## config.mk

```make
export PLATFORM = sky130hd
export DESIGN_NAME = adc_current_reader_flat
export DESIGN_NICKNAME = d
export VERILOG_FILES = /design/src/rtl/adc_current_reader_if.sv /design/src/rtl/adc_current_reader.sv /design/src/flat_wrapper.sv
export SDC_FILE = /design/constraint.sdc
export NUM_CORES = 1
export LEC_CHECK = 0
export CORE_MARGIN = 5
export CORE_UTILIZATION = 50
export CTS_BUF_LIST = sky130_fd_sc_hd__clkbuf_16
export CTS_CLUSTER_DIAMETER = 30
export DETAILED_ROUTE_END_ITERATION = 10
export PLACE_DENSITY = 0.68
export SKIP_LAST_GASP = 1
export SYNTH_ARGS = -nofsm -noshare
export SYNTH_HDL_FRONTEND = slang
export SYNTH_SLANG_ARGS = --single-unit
```

## constraint.sdc

```tcl
create_clock -name clk -period 3.5 [get_ports clk]
set_input_delay 0.7 -clock clk [delete_from_list [all_inputs] [get_ports clk]]
set_output_delay 0.7 -clock clk [all_outputs]
set_load 0.02 [all_outputs]
```

## src/rtl/adc_current_reader_if.sv

```systemverilog
// Signal bundle between the serial-ADC front end and its surroundings: ADC pins,
// run enable, and the published current sample with its strobes.
interface adc_current_reader_if;
    logic        enable;
    logic        adc_sdata;
    logic        adc_cs_n;
    logic        adc_sclk;
    logic [11:0] current_b_out;
    logic        sample_valid;
    logic        frame_error;

    modport master (
        input  enable,
        input  adc_sdata,
        output adc_cs_n,
        output adc_sclk,
        output current_b_out,
        output sample_valid,
        output frame_error
    );

    modport slave (
        output enable,
        output adc_sdata,
        input  adc_cs_n,
        input  adc_sclk,
        input  current_b_out,
        input  sample_valid,
        input  frame_error
    );
endinterface

```

## src/rtl/adc_current_reader.sv

```systemverilog
// Periodic 16-bit SPI frame reader for a 12-bit ADC; publishes code or flags bad leading bits.
// Latency: sample_valid/frame_error one cycle after the 16th SCLK rise (t = 32*CLK_DIV+1).
// Backpressure: none; the sample stream is free-running and a consumer must take each strobe.
module adc_current_reader #(
    parameter int CLK_DIV       = 4,
    parameter int SAMPLE_PERIOD = 1000
) (
    input  logic                 clk,
    input  logic                 rst_n,
    adc_current_reader_if.master bus
);

    generate
        if (CLK_DIV < 2 || CLK_DIV > 255) begin : g_bad_clk_div
            $error("adc_current_reader: CLK_DIV must be within 2..255");
        end
        if (SAMPLE_PERIOD < 32 * CLK_DIV + 4) begin : g_bad_period
            $error("adc_current_reader: SAMPLE_PERIOD must be >= 32*CLK_DIV+4");
        end
    endgenerate

    localparam int CW = $clog2(SAMPLE_PERIOD);
    localparam int DW = $clog2(CLK_DIV);
    localparam logic [CW-1:0] CNT_LAST = CW'(SAMPLE_PERIOD - 1);
    localparam logic [DW-1:0] DIV_LAST = DW'(CLK_DIV - 1);
    localparam logic [5:0]    EDGES    = 6'd32;

    typedef enum logic [1:0] {
        IDLE,
        SHIFT,
        DONE,
        WAIT
    } state_t;

    state_t        state, state_nxt;
    logic          enable_q;
    logic [CW-1:0] per_cnt, per_cnt_nxt;
    logic [DW-1:0] div_cnt, div_cnt_nxt;
    logic [5:0]    edge_cnt, edge_cnt_nxt;
    logic [15:0]   shreg, shreg_nxt;
    logic          cs_n, cs_n_nxt;
    logic          sclk, sclk_nxt;
    logic [11:0]   cur, cur_nxt;
    logic          sv, sv_nxt;
    logic          fe, fe_nxt;
    logic          frame_ok;
    logic          start;

    always_ff @(posedge clk or negedge rst_n) begin
        if (!rst_n) begin
            state    <= IDLE;
            enable_q <= 1'b0;
            per_cnt  <= '0;
            div_cnt  <= '0;
            edge_cnt <= '0;
            shreg    <= '0;
            cs_n     <= 1'b1;
            sclk     <= 1'b1;
            cur      <= '0;
            sv       <= 1'b0;
            fe       <= 1'b0;
        end else begin
            state    <= state_nxt;
            enable_q <= bus.enable;
            per_cnt  <= per_cnt_nxt;
            div_cnt  <= div_cnt_nxt;
            edge_cnt <= edge_cnt_nxt;
            shreg    <= shreg_nxt;
            cs_n     <= cs_n_nxt;
            sclk     <= sclk_nxt;
            cur      <= cur_nxt;
            sv       <= sv_nxt;
            fe       <= fe_nxt;
        end
    end

    always_comb begin
        state_nxt    = state;
        per_cnt_nxt  = (state == IDLE) ? per_cnt : per_cnt + CW'(1);
        div_cnt_nxt  = div_cnt;
        edge_cnt_nxt = edge_cnt;
        shreg_nxt    = shreg;
        cs_n_nxt     = 1'b1;
        sclk_nxt     = sclk;
        cur_nxt      = cur;
        sv_nxt       = 1'b0;
        fe_nxt       = 1'b0;
        frame_ok     = (shreg[15:12] == 4'd0);
        start        = 1'b0;

        case (state)
            IDLE: begin
                if (enable_q) begin
                    start = 1'b1;
                end
            end
            SHIFT: begin
                cs_n_nxt = 1'b0;
                if (edge_cnt == EDGES) begin
                    // All 16 bits are in; the outputs change together with the DONE state.
                    state_nxt = DONE;
                    cs_n_nxt  = 1'b1;
                    if (frame_ok) begin
                        cur_nxt = shreg[11:0];
                        sv_nxt  = 1'b1;
                    end else begin
                        fe_nxt = 1'b1;
                    end
                end else if (div_cnt == DIV_LAST) begin
                    div_cnt_nxt  = '0;
                    edge_cnt_nxt = edge_cnt + 6'd1;
                    sclk_nxt     = ~sclk;
                    if (!sclk) begin
                        shreg_nxt = {shreg[14:0], bus.adc_sdata};
                    end
                end else begin
                    div_cnt_nxt = div_cnt + DW'(1);
                end
            end
            DONE: begin
                state_nxt = WAIT;
            end
            WAIT: begin
                if (per_cnt == CNT_LAST) begin
                    if (enable_q) begin
                        start = 1'b1;
                    end else begin
                        state_nxt   = IDLE;
                        per_cnt_nxt = '0;
                    end
                end
            end
            default: begin
                state_nxt = IDLE;
            end
        endcase

        if (start) begin
            state_nxt    = SHIFT;
            cs_n_nxt     = 1'b0;
            sclk_nxt     = 1'b1;
            per_cnt_nxt  = '0;
            div_cnt_nxt  = '0;
            edge_cnt_nxt = '0;
            shreg_nxt    = '0;
        end
    end

    assign bus.adc_cs_n      = cs_n;
    assign bus.adc_sclk      = sclk;
    assign bus.current_b_out = cur;
    assign bus.sample_valid  = sv;
    assign bus.frame_error   = fe;

endmodule

```

## src/flat_wrapper.sv

```systemverilog
// flat-port wrapper written by rule: the top's interface ports become plain ports
module adc_current_reader_flat 
#(
    parameter int CLK_DIV       = 4,
    parameter int SAMPLE_PERIOD = 1000
)
  (clk, rst_n, bus_enable, bus_adc_sdata, bus_adc_cs_n, bus_adc_sclk, bus_current_b_out, bus_sample_valid, bus_frame_error);
  adc_current_reader_if bus_i ();
  input  logic clk;
  input  logic rst_n;
  input wire logic [$bits(bus_i.enable)-1:0] bus_enable;
  input wire logic [$bits(bus_i.adc_sdata)-1:0] bus_adc_sdata;
  output wire logic [$bits(bus_i.adc_cs_n)-1:0] bus_adc_cs_n;
  output wire logic [$bits(bus_i.adc_sclk)-1:0] bus_adc_sclk;
  output wire logic [$bits(bus_i.current_b_out)-1:0] bus_current_b_out;
  output wire logic [$bits(bus_i.sample_valid)-1:0] bus_sample_valid;
  output wire logic [$bits(bus_i.frame_error)-1:0] bus_frame_error;
  assign bus_i.enable = bus_enable;
  assign bus_i.adc_sdata = bus_adc_sdata;
  assign bus_adc_cs_n = bus_i.adc_cs_n;
  assign bus_adc_sclk = bus_i.adc_sclk;
  assign bus_current_b_out = bus_i.current_b_out;
  assign bus_sample_valid = bus_i.sample_valid;
  assign bus_frame_error = bus_i.frame_error;
  adc_current_reader #(.CLK_DIV(CLK_DIV), .SAMPLE_PERIOD(SAMPLE_PERIOD)) u_core (.clk(clk), .rst_n(rst_n), .bus(bus_i));
endmodule
```

==> metrics, run 1 <==
RSZ-0062 raised after global routing no; HP Class in -> async; Non-Filler Instances 296; all-layer global routing usage 14.0%; internal power 1.23 mW; top cells by count, synth 51 x dfrtp_1, 27 x nor2_1, 19 x mux2i_1, 10 x nor2_2; Inserted Diodes 0; Mapped Area 2580 um2; post-synth net total 218; vias after detailed routing 1484; # setup viols final 0; Starting Density 50.9%; Initial DRC Count 65; Worst path slowest cell clkdlybuf4s50_1; Clock power frac 30.6%; post-synth top area share 49.4%; total I/O pin count 20; setup TNS 0 ps; Final Skew 3.85 ps; hpwl dp 2.75 mm; Synth area leaders dfrtp_1 49%, mux2i_1 7.4%, mux2_4 5.2%, ha_1 4.4%, nor2_1 3.9%; critical path launch point type register; Slew HR 54.2%; Worst-Skew Late Latency 280 ps; CP max FO 3; clock root cell clkbuf_16; Peak VDD IR 0.000338 V; number of enable-type register cells in the synthesized netlist 0; status finished clean; PortBufs 19; global route total overflow 0; Clock transition at path regs 70 ps; Async SR Flop Fraction 100%; Sw Ratio 30.2%; DRC 0; DR vias/cell 5.01; Layout area overhead 14.1%; synth unique cells 43; Hold-fix buffers, CTS 0; post-layout util 58.1%; pwr/cell area 597 nW/um2; Seq pwr share 44.5%; DRT Wirelength 4.14 mm; CP Buf/Inv Count 1; WP data arrival 1420 ps; # rows 26; vias in the first global route 1525; sequential-to-total area share from yosys stat 51.4%; most frequent cell after synthesis dfrtp_1; Ys Warns 0; final hold vios 0; Required @ worst endpoint 2800 ps; TritonRoute pass-1 iters 4; Tcrit/Tclk final 60.5%; Crit path largest cell delay 600 ps; Crit. End Element primary output; Die Span X 81.9 um; Final min period 2120 ps; highest metal used met4; Clock Path Buffers 2; Core Box Area 5070 um2; fraction of layout cells with a size suffix above 1 19.0%; WL met2 1.98 mm; remaining antenna violation count 0; nets 238; Metal-1 WL 2.00 mm; H-tree depth 2; first-pass GRT wire length 7.14 mm; Routed WL per cell 14.0 um; multi-input combinational cell area 1130 um2; Crit Path Category reg -> out; Die H 81.9 um; Leak 1.53 nW; post-CTS resize count 0; largest net degree at the start of global routing 31; CTS tree built; maxcap violations 0; Mapped Cells 205; worst-path cell chain clkdlybuf4s50_1; max frequency 472 MHz; postcts setup bufs 0; DR WL met3 138 um; Primary FF master, synth dfrtp_1; Slew Limit Fails 0; Synth area leader dfrtp_1; Comb power frac 24.9%; Final GP Congestion 0.807; die area 6710 um2; Avg Cell Area, Syn 12.6 um2; CTS buffer count 5; Slew @ Worst Pin 687 ps; #FFs+latches synth 53; CTS sink count 53; Sequential cell area 1330 um2; initial antenna violation count 0; P_sw 531 uW; Largest delay share family, worst path buffers and inverters; # fillers 437; placed cells 288
==> kinds of logic after synthesis <==
| logic type | count (synthesis) | share of synthesized area, % |
|---|---|---|
| compound gates | 12 | 4.31 |
| fa+ha+maj | 9 | 4.36 |
| simple gates | 69 | 16.5 |
| xor+xnor | 14 | 4.74 |
| flops | 53 | 51.4 |
| buf+inv | 17 | 4.79 |
| mux | 31 | 13.9 |
==> per-layer routing <==
metal,vias to the layer above,GRT usage [%]
met4,0,2.99
li1,737,-
met2,14,22.4
met3,3,4.82
met5,-,0
met1,730,18.3
==> registers in the layout (all words and copies together), names as in the netlist <==
signal and cells:
u_core.state 2, u_core.bus.adc_sclk 1, u_core.enable_q 1, u_core.bus.adc_cs_n 1, u_core.per_cnt 10, u_core.shreg 16
u_core.bus.current_b_out 12, u_core.bus.sample_valid 1, u_core.bus.frame_error 1, u_core.edge_cnt 6, u_core.div_cnt 2
==> cell type report <==
class                      count  share of cell area [%]
clock buffer                   5                    4.24
clock inverter                 3                    1.27
inverter                       8                    1.02
multi-input combinational    135                    38.4
sequential                    53                    45.1
tap                           70                    2.97
timing repair buffer          22                    7.04
==> layout by cell type (no fill, tap or decap), types with 2 or more instances in the layout <==
master,n
dfrtp_1,51
nor2b_1,3
and2_1,2
xnor2_1,8
dfstp_2,2
mux2i_1,19
clkbuf_16,5
nand3b_1,2
ha_1,9
nand4_1,3
xor2_1,6
buf_4,3
nor3_1,2
clkdlybuf4s50_1,18
o211a_1,3
inv_1,9
mux2_2,3
nand4bb_4,2
nand2_1,7
nand4b_1,2
nor2_1,27
mux2_4,9
nor2_2,10
==> power groups by stage <==
stage / Clock, mW / Sequential, mW / Combinational, mW
global route: 0.585 / 0.797 / 0.499
finish: 0.538 / 0.783 / 0.438
detailed placement: 0 / 0.794 / 0.443
global placement: 0 / 0.791 / 0.436
floorplan: 0 / 0.790 / 0.346
CTS: 0.552 / 0.784 / 0.445
==> metrics by stage <==
stage,cell area [um2],hold WS (ps),setup slack [ps],power [mW]
finish,2950,448,1380,1.76
detailed placement,2790,492,1380,1.24
floorplan,2580,404,1840,1.14
global placement,2790,488,1430,1.23
CTS,2950,473,1360,1.78
global route,2950,499,1220,1.88
==> path summary, 6_finish.rpt <==
kind	slack [ps]	cells after the start	to	startpoint
max in group asynchronous	2290	2	u_core.per_cnt[9]	rst_n
max reg2reg	1390	6	u_core.shreg[4]	u_core.state[0]
min in group clk	500	2	u_core.bus.adc_sclk	u_core.bus.adc_sclk
max	1380	1	bus_adc_sclk	u_core.bus.adc_sclk
min	450	1	u_core.edge_cnt[3]	rst_n
min reg2reg	500	2	u_core.bus.adc_sclk	u_core.bus.adc_sclk
No activity file was read; power rests on OpenSTA's default activity.
==> run 2: changes to the inputs <==
PLACE_DENSITY = 0.71   (was 0.68)
clock period = 1.9 ns   (was 3.5 ns; I/O delays follow)
==> run 2 against run 1 <==
Effect of this change: sequential share of layout area down 0.86 points; worst hold slack lost 370 ps; count of clock-buffer cells in the layout unchanged; largest cell class unchanged; total power up 87%; global-route usage rose by 0.27 points; via count is 2.2% higher; sequential power increased by 85%; cell count is 0.34% higher; critical path depth unchanged; first-iteration DRC count is 32% lower; critical path type unchanged; clock skew increased by 3.9 ps; sequential cell count stayed put.
==> metrics, run 2 (synthesis results as in run 1) <==
status finished clean; Comb power frac 25.0%; pwr/cell area 1100 nW/um2; remaining antenna violation count 0; postcts setup bufs 0; Crit. End Element primary output; RSZ-0062 raised after global routing no; Inserted Diodes 0; critical path launch point type register; Critical Path Source u_core.bus.adc_sclk; most frequent cells in the layout 51 x dfrtp_1, 27 x nor2_1, 19 x mux2i_1; clock root cell clkbuf_16; hold slack 73.9 ps; Tcrit/Tclk final 95.0%; max frequency 554 MHz; Initial DRC Count 44; Starting Density 50.9%; Sequential cell area 1330 um2; pre-CTS setup slack 167 ps; final hold vios 0; Final Power 3.29 mW; HP Class in -> async; number of flip-flops under the largest register name 16; Required @ worst endpoint 1520 ps; Slew Limit Fails 0; CP Buf/Inv Count 1; commonest non-fill, non-tap cell in the layout dfrtp_1; Largest delay share family, worst path buffers and inverters; Final GP Congestion 0.738; Layout area overhead 16.3%; initial antenna violation count 0; first-pass GRT wire length 7.40 mm; largest net degree at the start of global routing 54; Clock Path Buffers 2; Die H 81.9 um; Worst path slowest cell clkdlybuf4s50_1; total I/O pin count 20; WP data arrival 1420 ps; Clock transition at path regs 70 ps; vias in the first global route 1576; TritonRoute pass-1 iters 4; worst-path cell chain clkdlybuf4s50_1; CTS buffer count 5; DRT Wirelength 4.12 mm; CTS sink count 53; setup TNS 0 ps; CTS tree built; placed cells 289; # rows 26; Worst-Skew Late Latency 290 ps; global route total overflow 0; # setup viols final 0; maxcap violations 0; Final Skew 7.73 ps; H-tree depth 2; final instance area 3010 um2; die area 6710 um2; Sw Ratio 30.4%; Peak VDD IR 0.000496 V; Routed WL per cell 13.9 um; Area after DPL 2830 um2; Clock power frac 31.1%; nets 239; fraction of layout cells with a size suffix above 1 20.7%; post-layout util 59.2%; P_sw 1.00 mW; reg2reg start u_core.state[0]; Seq pwr share 43.9%; Die Span X 81.9 um; PortBufs 19; multi-input combinational cell area 1140 um2; DRC 0; internal power 2.29 mW; Core Box Area 5070 um2; Biggest register u_core.shreg; DR vias/cell 5.11; Slew HR 69.3%; Non-Filler Instances 297; all-layer global routing usage 14.2%; Worst Slack Setup Final 95.2 ps; Crit path largest cell delay 600 ps; Crit Path Category reg -> out; hpwl dp 2.73 mm; Slew @ Worst Pin 460 ps; vias after detailed routing 1517; # fillers 438; CP max FO 3; Final min period 1800 ps; Hold-fix buffers, CTS 0; Leak 1.55 nW
## run 2: changes by cell type in the layout (fill, tap and decap cells not counted)
cell      previous run  this run
inv_1                9         8
buf_4                3         1
buf_12               0         3
nor4_2               1         2
nor4_1               1         0
inv_6                0         1
clkinv_1             1         0
clkinv_2             0         1
## run 2: worst paths after layout
kind,endpoint,slack (ps),cells past startpoint
worst max register to register,u_core.per_cnt[7],170,5
worst max-delay path,bus_adc_sclk,100,1
worst min-delay path,u_core.edge_cnt[3],70,2
max in group asynchronous,u_core.bus.adc_sclk,1560,2
worst min register to register,u_core.bus.adc_sclk,500,2
min in group clk,u_core.bus.adc_sclk,500,2
## run 2: power groups by stage
stage | clock network [mW] | logic (mW) | registers, mW
2_1_floorplan | 0 | 0.637 | 1.46
3_3_place_gp | 0 | 0.817 | 1.46
3_5_place_dp | 0 | 0.828 | 1.47
4_1_cts | 1.05 | 0.829 | 1.45
5_1_grt | 1.10 | 0.935 | 1.47
6_report | 1.02 | 0.822 | 1.45
## run 2: per-layer routing
layer	GRT usage, %	vias to the layer above	wire length, um
met1	19.7	752	2040
li1	-	741	-
met4	4.49	0	53
met3	3.95	4	154
met5	0	-	0
met2	21.6	20	1880
## run 2: cell type report
cell class | count | area share, %
flip-flops and latches | 53 | 44.2
multi-input cells | 135 | 37.9
repair buffers | 23 | 8.41
clock buffers | 5 | 4.16
well taps | 70 | 2.91
clock inverters | 3 | 1.46
inverters | 8 | 0.999
## run 2: timing repair
action	4_1_cts	5_1_grt
resized for setup	0	1
setup endpoints to repair	0	1
endpoints found under the hold margin	0	0
